**src/rtl/pipe_hazard_ctrl_pkg.sv**
```systemverilog
// +----------------------------------------------------------------------------+
// | pipe_hazard_ctrl_pkg                                                        |
// | Shared types and constants for the pipeline hazard / SRAM access control.  |
// | Rev 1.0                                                                     |
// +----------------------------------------------------------------------------+
`default_nettype none

package pipe_hazard_ctrl_pkg;

  localparam int DEF_REG_W = 5;
  localparam logic [DEF_REG_W-1:0] ZERO_REG = '0;

  typedef enum logic [1:0] {
    ST_IDLE   = 2'd0,
    ST_ACCESS = 2'd1,
    ST_DONE   = 2'd2
  } sram_state_e;

endpackage

`default_nettype wire

```
**src/rtl/pipe_hazard_ctrl_sram_access_fsm.sv**
```systemverilog
// +----------------------------------------------------------------------------+
// | sram_access_fsm                                                             |
// | MEM-stage SRAM handshake: launch pulse, bounded wait, sticky timeout flag. |
// | Rev 1.0                                                                     |
// +----------------------------------------------------------------------------+
`default_nettype none

module sram_access_fsm
  import pipe_hazard_ctrl_pkg::*;
#(
  parameter int SRAM_TIMEOUT = 15
) (
  input  logic clk,
  input  logic rst,
  input  logic mem_req,
  input  logic sram_ready,
  output logic sram_start,
  output logic freeze_pipe,
  output logic sram_timeout_err
);

  localparam int TMO_W = $clog2(SRAM_TIMEOUT + 1);
  localparam logic [TMO_W-1:0] TMO_LAST = TMO_W'(SRAM_TIMEOUT - 1);

  sram_state_e      r_state;
  sram_state_e      w_state_nxt;
  logic [TMO_W-1:0] r_tmo;
  logic [TMO_W-1:0] w_tmo_nxt;
  logic             r_err;
  logic             w_err_set;
  logic             w_start;
  logic             w_freeze;

  always_ff @(posedge clk or posedge rst) begin
    if (rst) begin
      r_state <= ST_IDLE;
      r_tmo   <= '0;
      r_err   <= 1'b0;
    end else begin
      r_state <= w_state_nxt;
      r_tmo   <= w_tmo_nxt;
      if (w_err_set) r_err <= 1'b1;
    end
  end

  // Ready takes precedence over the timeout in the final wait cycle.
  always_comb begin
    w_state_nxt = r_state;
    w_tmo_nxt   = r_tmo;
    w_err_set   = 1'b0;
    w_start     = 1'b0;
    w_freeze    = 1'b0;
    case (r_state)
      ST_IDLE: begin
        if (mem_req) begin
          w_start     = 1'b1;
          w_freeze    = 1'b1;
          w_tmo_nxt   = '0;
          w_state_nxt = ST_ACCESS;
        end
      end
      ST_ACCESS: begin
        w_freeze = 1'b1;
        if (sram_ready) begin
          w_state_nxt = ST_DONE;
        end else if (r_tmo == TMO_LAST) begin
          w_err_set   = 1'b1;
          w_state_nxt = ST_DONE;
        end else begin
          w_tmo_nxt = r_tmo + TMO_W'(1);
        end
      end
      ST_DONE:  w_state_nxt = ST_IDLE;
      default:  w_state_nxt = ST_IDLE;
    endcase
  end

  assign sram_start       = w_start & ~rst;
  assign freeze_pipe      = w_freeze & ~rst;
  assign sram_timeout_err = r_err;

endmodule

`default_nettype wire

```
**src/rtl/pipe_hazard_ctrl.sv**
```systemverilog
// +----------------------------------------------------------------------------+
// | pipe_hazard_ctrl                                                            |
// | ID hazard detect, branch flush, SRAM freeze priority and event counters.   |
// | Rev 1.0                                                                     |
// +----------------------------------------------------------------------------+
`default_nettype none

module pipe_hazard_ctrl
  import pipe_hazard_ctrl_pkg::*;
#(
  parameter int REG_W        = DEF_REG_W,
  parameter int SRAM_TIMEOUT = 15,
  parameter int CNT_W        = 32
) (
  input  logic             clk,
  input  logic             rst,
  input  logic [REG_W-1:0] id_src1,
  input  logic [REG_W-1:0] id_src2,
  input  logic             id_src1_vld,
  input  logic             id_src2_vld,
  input  logic [REG_W-1:0] ex_dst,
  input  logic [REG_W-1:0] mem_dst,
  input  logic             ex_wb_en,
  input  logic             mem_wb_en,
  input  logic             ex_mem_read,
  input  logic             fwd_en,
  input  logic             ex_branch_taken,
  input  logic             mem_rd,
  input  logic             mem_wr,
  input  logic             sram_ready,
  output logic             sram_start,
  output logic             freeze_pc,
  output logic             freeze_if_id,
  output logic             flush_if_id,
  output logic             flush_id_ex,
  output logic             freeze_pipe,
  output logic             sram_timeout_err,
  output logic [CNT_W-1:0] stall_cnt,
  output logic [CNT_W-1:0] flush_cnt
);

  localparam logic [REG_W-1:0] C_ZERO    = REG_W'(ZERO_REG);
  localparam logic [CNT_W-1:0] C_CNT_MAX = '1;

  logic             w_freeze_pipe;
  logic             w_src1_live;
  logic             w_src2_live;
  logic             w_match_ex;
  logic             w_match_mem;
  logic             w_hazard;
  logic [CNT_W-1:0] r_stall_cnt;
  logic [CNT_W-1:0] r_flush_cnt;

  sram_access_fsm #(
    .SRAM_TIMEOUT (SRAM_TIMEOUT)
  ) u_sram_fsm (
    .clk              (clk),
    .rst              (rst),
    .mem_req          (mem_rd | mem_wr),
    .sram_ready       (sram_ready),
    .sram_start       (sram_start),
    .freeze_pipe      (w_freeze_pipe),
    .sram_timeout_err (sram_timeout_err)
  );

  assign freeze_pipe = w_freeze_pipe;

  // r0 is hardwired zero, so a read of it can never depend on an older write.
  assign w_src1_live = id_src1_vld && (id_src1 != C_ZERO);
  assign w_src2_live = id_src2_vld && (id_src2 != C_ZERO);
  assign w_match_ex  = (w_src1_live && (id_src1 == ex_dst))
                     || (w_src2_live && (id_src2 == ex_dst));
  assign w_match_mem = (w_src1_live && (id_src1 == mem_dst))
                     || (w_src2_live && (id_src2 == mem_dst));

  // With forwarding, only a load in EX still leaves a one-cycle gap.
  assign w_hazard = fwd_en ? (w_match_ex && ex_wb_en && ex_mem_read)
                           : ((w_match_ex && ex_wb_en) || (w_match_mem && mem_wb_en));

  always_comb begin
    freeze_pc    = 1'b0;
    freeze_if_id = 1'b0;
    flush_if_id  = 1'b0;
    flush_id_ex  = 1'b0;
    if (rst) begin
      freeze_pc = 1'b0;
    end else if (w_freeze_pipe) begin
      freeze_pc    = 1'b1;
      freeze_if_id = 1'b1;
    end else if (ex_branch_taken) begin
      flush_if_id = 1'b1;
      flush_id_ex = 1'b1;
    end else if (w_hazard) begin
      freeze_pc    = 1'b1;
      freeze_if_id = 1'b1;
      flush_id_ex  = 1'b1;
    end
  end

  always_ff @(posedge clk or posedge rst) begin
    if (rst) begin
      r_stall_cnt <= '0;
      r_flush_cnt <= '0;
    end else begin
      if (freeze_pc && (r_stall_cnt != C_CNT_MAX))
        r_stall_cnt <= r_stall_cnt + CNT_W'(1);
      if (flush_if_id && (r_flush_cnt != C_CNT_MAX))
        r_flush_cnt <= r_flush_cnt + CNT_W'(1);
    end
  end

  assign stall_cnt = r_stall_cnt;
  assign flush_cnt = r_flush_cnt;

endmodule

`default_nettype wire
```
**config.mk**
```make
export PLATFORM = sky130hd
export DESIGN_NAME = pipe_hazard_ctrl
export DESIGN_NICKNAME = d
export VERILOG_FILES = /design/src/rtl/pipe_hazard_ctrl_pkg.sv /design/src/rtl/pipe_hazard_ctrl_sram_access_fsm.sv /design/src/rtl/pipe_hazard_ctrl.sv
export SDC_FILE = /design/constraint.sdc
export NUM_CORES = 1
export LEC_CHECK = 0
export BUFFER_PORTS_ARGS = -buffer_cell sky130_fd_sc_hd__buf_4
export CAP_MARGIN = 30
export CORE_ASPECT_RATIO = 1.4
export CORE_MARGIN = 2
export CORE_UTILIZATION = 51
export CTS_CLUSTER_SIZE = 10
export DETAILED_ROUTE_END_ITERATION = 10
export PLACE_DENSITY = 0.78
export SLEW_MARGIN = 20
export SYNTH_ARGS = -nofsm -noshare
export SYNTH_HDL_FRONTEND = slang
export SYNTH_HIERARCHICAL = 1
export SYNTH_SLANG_ARGS = --single-unit
```
**constraint.sdc**
```tcl
create_clock -name clk -period 6.4 [get_ports clk]
set_clock_uncertainty 0.15 [all_clocks]
set_input_delay 0.96 -clock clk [delete_from_list [all_inputs] [get_ports clk]]
set_output_delay 0.96 -clock clk [all_outputs]
set_load 0.005 [all_outputs]
```
==> summary.md <==
| Metric | Value |
|---|---|
| Synth area leader | dfrtp_1 |
| H-Tree Depth | 3 |
| Number of register bits inferred by synthesis | approximately 70 |
| I/O Buffers | between 100 and 150 |
| DRC Markers | 0 |
| # hold bufs at CTS | 0 |
| Share of layout cells above drive strength 1 | 0.308 |
| Inst Count DP | between 500 and 600 |
| Clock sinks | slightly above 70 |
| Outcome | complete, no violations |
| Largest net degree at the start of global routing | 66 |
| Post-route setup TNS | 0 ns |
| Worst path most repeated cell | buf_4 |
| Initial Utilization | 0.531 |
| Largest cells by area after synthesis | dfrtp_1, xnor2_1, nand4_1, nand3_1, nand2_1 |
| Final Net Count | roughly 500 |
| Root buffer cell | clkbuf_8 |
| Grt total ovfl | 0 |
| Die X | about 76 um |
| Maximum VDD drop | ~0.00015 V |
| Tcrit/Tclk final | 0.608 |
| DP HPWL | around 6200 um |
| Mapped Nets | 391 |
| Clock slew at reported path FFs | 0.07 ns |
| YS warnings | 6 |
| Vias | a little over 3000 |
| Worst slew pin tran | between 0.8 and 0.9 ns |
| Synthesized area per cell | 10.5 um2 |
| Fillers | around 590 |
| Final hold slack | around 0.31 ns |
| Max clock buf depth | 2 |
| Post-synth top flop | dfrtp_1 |
| Synth-to-Final Area Change | 29.6% |
| DRT iter0 DRCs | 198 |
| Finish-stage setup viols | 0 |
| Global-route usage over all layers | 0.219 |
| Initial DRT Pass Iterations | 4 |
| Clock tree from TritonCTS | built |
| Critical path's largest stage delay | about 0.5 ns |
| Worst setup SP type | primary input |
| Final Cell Area | approximately 4800 um2 |
| Row cnt | 36 |
| CP Cell Sequence | buf_4 > or4_1 > o21ai_0 > nor4_1 > a31oi_1 > o311ai_4 > buf_4 > buf_4 |
| Register area share after synthesis | 0.476 |
| Fmax achieved | around 0.26 GHz |
| Via density | between 5 and 6 |
| GPL Wtd Cong | 0.808 |
| Antenna violations before repair | 0 |
| Yosys top cell area share | 0.476 |
| Antenna viol nets, final | 0 |
| Final wirelength | between 8000 and 9000 um |
| Crit path required time | about 5.3 ns |
| R2r setup slk | between 2 and 3 ns |
| Final core occ | 0.688 |
| # IOs | 103 |
| EDFF count, synth | 0 |
| Post-CTS Resized | 0 |
| Total power | around 1.2 mW |
| Tmin final | just under 4 ns |
| Final hold viol count | 0 |
| Critical path class | in -> out |
| CP Capture Type | primary output |
| Antenna diodes | 0 |
| Final WS setup | 2.51 ns |
| Worst hold path class | reg -> reg |
| Pins Over Slew Limit | 0 |
| Core Area | ~7000 um2 |
| Clock latency on the worst-skew pair | between 0.3 and 0.4 ns |
| Final cell count without fillers | 562 |
| DP Worst Slack | 2.52 ns |
| Routed len/inst | between 10 and 15 um |
| Mapped Area | 3730 um2 |
| Yosys cell types | 50 |
| Chip Height | between 100 and 150 um |
| Unrepaired setup endpoints after global routing | false |
| Worst path slowest cell | or4_1 |
| Total CTS buffers | 9 |
| FFs w/ async S/R, synth | 1.00 |
| Lkg Pwr | around 2.2 nW |
| # Post-CTS Setup Buffers | 0 |
| Worst-path fanout max | 33 |
| CP Data Arrival Time | 2.78 ns |
| DP Area | roughly 4600 um2 |
| Max-cap viol count | 0 |
| First-pass GRT wire length | 14100 um |
| Slew margin rel. | 0.398 |
| Power density over cell area | 243 nW/um2 |
| Number of global-route vias before repair | ~3100 |
| Cells after Synth | roughly 360 |
| Die area | between 8000 and 9000 um2 |
-- flip-flops by register name, summed over array words and instances (netlist names) --
| signal | count |
|---|---|
| flush_cnt | 32 |
| u_sram_fsm/r_tmo | 4 |
| u_sram_fsm/sram_timeout_err | 1 |
| stall_cnt | 32 |
| u_sram_fsm/r_state | 2 |
-- final timing paths --
| kind | from | cells past startpoint | to |
|---|---|---|---|
| worst max-delay path | id_src1[1] | 8 | freeze_pc |
| worst min register to register | u_sram_fsm/sram_timeout_err$_DFFE_PP0P_ | 1 | u_sram_fsm/sram_timeout_err$_DFFE_PP0P_ |
| worst max register to register | stall_cnt[0]$_DFFE_PP0P_ | 7 | stall_cnt[1]$_DFFE_PP0P_ |
| min in group asynchronous | rst | 2 | u_sram_fsm/sram_timeout_err$_DFFE_PP0P_ |
| worst min-delay path | u_sram_fsm/sram_timeout_err$_DFFE_PP0P_ | 1 | u_sram_fsm/sram_timeout_err$_DFFE_PP0P_ |
| max in group asynchronous | rst | 3 | flush_cnt[27]$_DFFE_PP0P_ |
-- placed cells by master, fill, tap and decap left out, drive strengths merged, types with 3 or more instances in the layout --
| cell | n |
|---|---|
| nor3b | 3 |
| nor4 | 8 |
| nor3 | 8 |
| nand2b | 4 |
| or4 | 3 |
| nor2 | 13 |
| nor4b | 3 |
| nand4 | 26 |
| and4 | 3 |
| clkbuf | 10 |
| mux2 | 3 |
| ha | 4 |
| xor2 | 11 |
| inv | 11 |
| a31oi | 3 |
| clkinvlp | 3 |
| nand3 | 31 |
| and2 | 3 |
| dfrtp | 71 |
| and3 | 19 |
| nand2 | 26 |
| buf | 105 |
| xnor2 | 70 |
| o21ai | 5 |
-- Yosys cell counts, types with 2 or more instances --
| library cell | instances |
|---|---|
| a31oi_1 | 3 |
| and2_1 | 3 |
| and3_1 | 13 |
| and3_2 | 4 |
| and3_4 | 2 |
| and3b_1 | 2 |
| and4_1 | 2 |
| buf_4 | 2 |
| clkbuf_1 | 6 |
| dfrtp_1 | 71 |
| ha_1 | 4 |
| inv_1 | 10 |
| mux2_2 | 3 |
| nand2_1 | 26 |
| nand2b_1 | 4 |
| nand3_1 | 31 |
| nand4_1 | 25 |
| nor2_1 | 12 |
| nor3_1 | 8 |
| nor4_1 | 8 |
| nor4b_1 | 3 |
| o21ai_0 | 3 |
| o21ai_1 | 2 |
| or2_2 | 2 |
| or4_1 | 2 |
| xnor2_1 | 70 |
| xor2_1 | 11 |
-- worst max-delay path, delay by kind of cell --
family          cells  cell delay [ns]
simple gates        2             0.60
compound gates      3             0.63
buf+inv             3             0.56
-- cells by family after synthesis --
| kind of cell | after synthesis | share of synthesized area |
|---|---|---|
| mux | 4 | 0.0117 |
| compound gates | 17 | 0.0339 |
| simple gates | 159 | 0.253 |
| xor+xnor | 81 | 0.190 |
| buf+inv | 19 | 0.0215 |
| flops | 71 | 0.476 |
| fa+ha+maj | 4 | 0.0134 |
-- metal layers --
metal  vias up  track usage  wire length (um)
li1       1470            -                 -
met1      1482        0.258              3340
met2       105        0.369              4280
met3        15       0.0596               474
met4         0        0.104               187
met5         -            0                 0
-- where the power goes --
group,switching (mW),internal [mW]
Sequential,0.0584,0.492
Combinational,0.0993,0.119
Clock,0.176,0.231
Total,0.333,0.842
-- area by class of cell --
class / count / area (um2) / share of cell area
inverter: 10 / 37.5 / 0.00777
sequential: 71 / 1780 / 0.368
tap: 95 / 119 / 0.0246
timing repair buffer: 105 / 788 / 0.163
multi-input combinational: 265 / 1880 / 0.390
clock inverter: 6 / 91.3 / 0.0189
clock buffer: 10 / 138 / 0.0285
Power figures use the tool's default switching activity.
